File: src/rtl/iter_addsub.sv
// Multi-cycle adder/subtractor: adds CHUNK bits per clock over a registered carry
// and returns the result with carry/overflow/zero/negative flags under valid/ready.
module iter_addsub #(
   parameter int WIDTH = 32,
   parameter int CHUNK = 8
) (
   input  logic             clk,
   input  logic             rst_n,
   input  logic             in_valid,
   output logic             in_ready,
   input  logic [WIDTH-1:0] ina,
   input  logic [WIDTH-1:0] inb,
   input  logic             sub,
   output logic             out_valid,
   input  logic             out_ready,
   output logic [WIDTH-1:0] out,
   output logic             carry,
   output logic             overflow,
   output logic             zero,
   output logic             negative
);

   localparam int NCHUNK = WIDTH / CHUNK;
   localparam int CW     = (NCHUNK > 1) ? $clog2(NCHUNK) : 1;

   generate
      if (WIDTH % CHUNK != 0) begin : g_bad_chunk
         $error("iter_addsub: WIDTH must be a multiple of CHUNK");
      end
   endgenerate

   typedef enum logic [1:0] {IDLE, CALC, DONE} state_t;

   state_t            state_q, state_d;
   logic [WIDTH-1:0]  a_q, b_q, acc_q, acc_d;
   logic              cin_q;
   logic [CW-1:0]     cnt_q;
   logic [CHUNK:0]    sum;
   logic              last;
   logic              accept;

   assign in_ready = (state_q == IDLE);
   assign accept   = in_valid && in_ready;

   // Operands are shifted right each CALC cycle, so the active chunk is always
   // the low CHUNK bits; the result shifts in from the top.
   always_comb begin
      // NOTE: every always_comb output gets a default first so no path infers a latch.
      sum   = {1'b0, a_q[CHUNK-1:0]} + {1'b0, b_q[CHUNK-1:0]} + (CHUNK+1)'(cin_q);
      acc_d = WIDTH'({sum[CHUNK-1:0], acc_q} >> CHUNK);
      last  = (cnt_q == CW'(NCHUNK - 1));
   end

   always_comb begin
      state_d = state_q;
      case (state_q)
         IDLE:    if (accept)    state_d = CALC;
         CALC:    if (last)      state_d = DONE;
         DONE:    if (out_ready) state_d = IDLE;
         default:                state_d = IDLE;
      endcase
   end

   always_ff @(posedge clk or negedge rst_n) begin
      // NOTE: sequential state uses non-blocking assignments so all flops update together.
      if (!rst_n) state_q <= IDLE;
      else        state_q <= state_d;
   end

   // NOTE: pure datapath registers are left unreset; they are always loaded before use.
   always_ff @(posedge clk) begin
      if (accept) begin
         a_q <= ina;
         b_q <= sub ? ~inb : inb;
      end else if (state_q == CALC) begin
         a_q   <= a_q >> CHUNK;
         b_q   <= b_q >> CHUNK;
         acc_q <= acc_d;
      end
   end

   always_ff @(posedge clk or negedge rst_n) begin
      if (!rst_n) begin
         cin_q     <= 1'b0;
         cnt_q     <= '0;
         out_valid <= 1'b0;
         out       <= '0;
         carry     <= 1'b0;
         overflow  <= 1'b0;
         zero      <= 1'b0;
         negative  <= 1'b0;
      end else begin
         case (state_q)
            IDLE: begin
               if (accept) begin
                  cin_q <= sub;
                  cnt_q <= '0;
               end
            end
            CALC: begin
               cin_q <= sum[CHUNK];
               cnt_q <= cnt_q + CW'(1);
               if (last) begin
                  // On the last chunk the low bits of a_q/b_q hold the operand MSBs.
                  out_valid <= 1'b1;
                  out       <= acc_d;
                  carry     <= sum[CHUNK];
                  overflow  <= (a_q[CHUNK-1] == b_q[CHUNK-1]) && (sum[CHUNK-1] != a_q[CHUNK-1]);
                  zero      <= (acc_d == '0);
                  negative  <= sum[CHUNK-1];
               end
            end
            DONE: begin
               if (out_ready) out_valid <= 1'b0;
            end
            default: ;
         endcase
      end
   end

endmodule

File: config.mk
export PLATFORM = sky130hd
export DESIGN_NAME = iter_addsub
export DESIGN_NICKNAME = d
export VERILOG_FILES = /design/src/rtl/iter_addsub.sv
export SDC_FILE = /design/constraint.sdc
export NUM_CORES = 1
export LEC_CHECK = 0
export BUFFER_PORTS_ARGS = -buffer_cell sky130_fd_sc_hd__buf_2
export CAP_MARGIN = 0
export CORE_MARGIN = 1
export CORE_UTILIZATION = 55
export CTS_BUF_LIST = sky130_fd_sc_hd__clkbuf_8 sky130_fd_sc_hd__clkbuf_16
export DETAILED_ROUTE_END_ITERATION = 10
export GPL_TIMING_DRIVEN = 1
export PLACE_DENSITY = 0.84
export SLEW_MARGIN = 40
export SYNTH_ARGS = -nofsm -noshare
export SYNTH_HDL_FRONTEND = slang
export SYNTH_SLANG_ARGS = --single-unit
File: constraint.sdc
create_clock -name clk -period 4 [get_ports clk]
set_clock_uncertainty 0.2 [all_clocks]
set_input_delay 0.4 -clock clk [delete_from_list [all_inputs] [get_ports clk]]
set_output_delay 0.4 -clock clk [all_outputs]
set_load 0.005 [all_outputs]
==> results.tsv <==
stage	metric	value	unit
setup_path	CP Launch Type	flip-flop	
synth	Seq/Total Area, Yosys	0.665	
finish	Ant. Diodes	0	
route	1st-iter DRT viols	202	
sta	TNS Setup	0	ns
cts	Worst-path clk slew	0.06	ns
sta	Pins Over Slew Limit	0	
flow_run	max_cap viols	0	
sta	Slew @ Worst Pin	0.758	ns
setup_path	Crit Path Category	reg -> reg	
synth	simple-gate portion of the synthesized area	0.120	
synth	complex-gate fraction of the synthesized area	0.0499	
finish	Final Cell Area	7150	µm²
sta	highest clock rate	356	MHz
status	status	finished, final reports clean	
route	drt first pass iters	5	
sta	final worst path period need	2.81	ns
synth	syn_area_per_cell	12.6	µm²
finish	layout cell share with drive strength beyond 1	0.287	
synth	Mapped Nets	518	
sta	post-route setup slack	1.19	ns
floorplanning	die height	102	µm
place	GP Congestion	0.810	
setup_path	Worst EP arrival	3.03	ns
floorplanning	chip width	102	µm
setup_path	Worst Setup End Kind	flip-flop	
synth	Adder-Cell Fraction of Synth Area	0.0254	
cts	cts bufs inserted	17	
sta	Finish-stage setup viols	0	
place	dpl ws	1.24	ns
floorplanning	standard-cell row count	36	
setup_path	CP required	4.22	ns
setup_path	worst-path maximum fanout	2	
cts	worst skew pair latency	0.51	ns
min_path	Worst Hold Class	in -> reg	
sta	final hold vios	0	
place	Inst Count DP	660	
place	Buffers on Ports	106	
finish	area delta synth->final	29.7	%
global_route	total global routing overflow	0	
synth	largest family of logic cells by synthesized area	simple AND/OR/NAND/NOR gates	
cts	CTS H-tree depth	4	
sta	max_slew headroom	0.493	
cts	Clock Tree Buf Depth	2	
sta	RSZ-0062 raised after global routing	no	
finish	FILL cells	609	
route	DRT antenna net count	0	
route	Via-to-Cell Ratio	5.22	
place	Placed Instance Area	6160	µm²
sta	part of the cycle the worst path needs	0.701	
route	Residual DRC	0	
synth	Cells after Synth	439	
finish	fin nets	661	
floorplanning	core area	9730	µm²
synth	Synthesis Warnings	0	
floorplanning	Die ar.	10400	µm²
synth	post-synthesis xor/xnor area fraction	0.0604	
cts	Clock Sinks	129	
synth	Synth cell types	35	
synth	number of synthesized register bits	129	
global_route	total track usage	0.242	
synth	Synth Cell Area	5510	µm²
place	placed wire-length estimate	7130	µm
route	vias	3801	
pwr	Worst VDD drop	0.454	mV
synth	mux cell area share after synthesis	0.0552	
route	routed wire length	12000	µm
global_route	largest net degree at the start of global routing	85	
floorplanning	initial core utilization	0.567	
cts	Post-CTS Resized	0	
pwr	Pwr Density	889	nW/µm²
global_route	number of global-route vias before repair	3850	
finish	final cell count without fillers	728	
pwr	Pleak	3.15	nW
global_route	initial antenna violation count	0	
floorplanning	Ports	107	
route	DR WL/cell	16.4	µm
pwr	Power Total	6.36	mW
cts	CTS tree	built	
cts	Root Buffer	clkbuf_8	
global_route	first-pass GRT wire length	18500	µm
per-layer routing:
layer	part of all wire	track usage
met5	0	0
met3	0.061	0.0718
met1	0.37	0.267
met2	0.55	0.441
met4	0.017	0.0879
final cells by class:
cell class                 instances  area [µm²]  share of cell area
clock inverter                    13         156              0.0219
clock buffer                      19         464              0.0649
multi-input combinational        278        1720               0.240
timing repair buffer             146         938               0.131
inverter                          10        37.5             0.00525
sequential                       129        3670               0.513
tap                              133         166              0.0233
final timing paths:
| kind | end | slack, ns | startpoint | depth (start not counted) |
|---|---|---|---|---|
| max | zero | 1.19 | cin_q | 9 |
| max reg2reg | zero | 1.19 | cin_q | 9 |
| min in group asynchronous | out[7] | 0.22 | rst_n | 2 |
| min reg2reg | acc_q[15] | 0.27 | acc_q[23] | 0 |
| min | b_q[31] | 0.02 | inb[31] | 3 |
| max in group asynchronous | state_q[0] | 2.99 | rst_n | 2 |
power breakdown:
part | leakage (nW) | internal (mW) | switching (mW)
clock network | 0.305 | 1.02 | 0.558
logic | 1.45 | 0.806 | 1.20
registers | 1.40 | 2.43 | 0.339
critical path, cell delays in order, from the launching register on:
cell and delay [ns]:
dfrtp_1 0.38, fa_1 0.20, inv_1 0.06, fa_1 0.51, inv_1 0.08, nor4_1 0.34
nand4_1 0.17, nor4_1 0.44, nand4_2 0.16, o31ai_2 0.19
per-stage QoR:
stage | hold WS [ns] | util
CTS | 0.00108 | 0.733
finish | 0.0220 | 0.735
detailed placement | 0.212 | 0.634
global route | 0.00655 | 0.735
floorplan | -0.0956 | -
global placement | 0.256 | 0.633
sequential cells by signal, summed over array words and instances, names as in the netlist:
signal,flops
state_q,2
b_q,32
out,32
carry,1
cin_q,1
out_valid,1
a_q,32
acc_q,24
overflow,1
zero,1
cnt_q,2
cell usage after synthesis:
master    number  area, µm²
and2_1         1       6.26
inv_1         10       37.5
o22a_1         1       8.76
buf_2          7       35.0
o21ai_0       34        170
xnor2_1       35        307
nor2_1        14       52.6
or2_1          1       6.26
and2b_1        1       7.51
ha_1           8        100
xor2_1         3       26.3
a21oi_1        4       20.0
nand2_1      113        424
or2_0          1       6.26
dfrtp_1       41       1030
nand3_1        2       10.0
nand4_1        1       6.26
nor3b_1        1       7.51
o211a_1        1       10.0
o21a_1         2       15.0
and3_1         9       56.3
or3_1          1       6.26
fa_1           2       40.0
mux2_2        27        304
or4_1          1       7.51
nand2b_1       1       6.26
nor4_1         7       43.8
o31ai_2        1       12.5
nand4_2        1       12.5
o31ai_1        3       22.5
o311ai_1       1       8.76
buf_4          1       7.51
edfxtp_1      88       2640
a211oi_1       1       7.51
clkbuf_1      14       52.6
cell usage in the layout (no fill, tap or decap), types with 4 or more instances in the layout:
master and instances:
xnor2_1 35, a21oi_1 4, o21ai_0 34, inv_1 12
edfxtp_1 88, and3_1 9, nor2_1 14, nand2_1 111
buf_4 5, buf_2 104, clkbuf_16 18, nor4_1 7
ha_1 8, dlygate4sd3_1 36, mux2_2 27, dfrtp_1 41
logic make-up after synthesis:
group | after synthesis
multiplexers | 27
buffers and inverters | 32
flip-flops | 129
AND/OR/NAND/NOR | 155
XOR/XNOR | 38
adder cells (fa/ha/maj) | 10
AO/OA/AOI/OAI | 48
repair_timing:
item                                   4_1_cts  5_1_grt
endpoints found under the hold margin       75        1
hold buffers                                35        1
buffers inserted                             0        0
No activity file was read; power rests on OpenSTA's default activity.
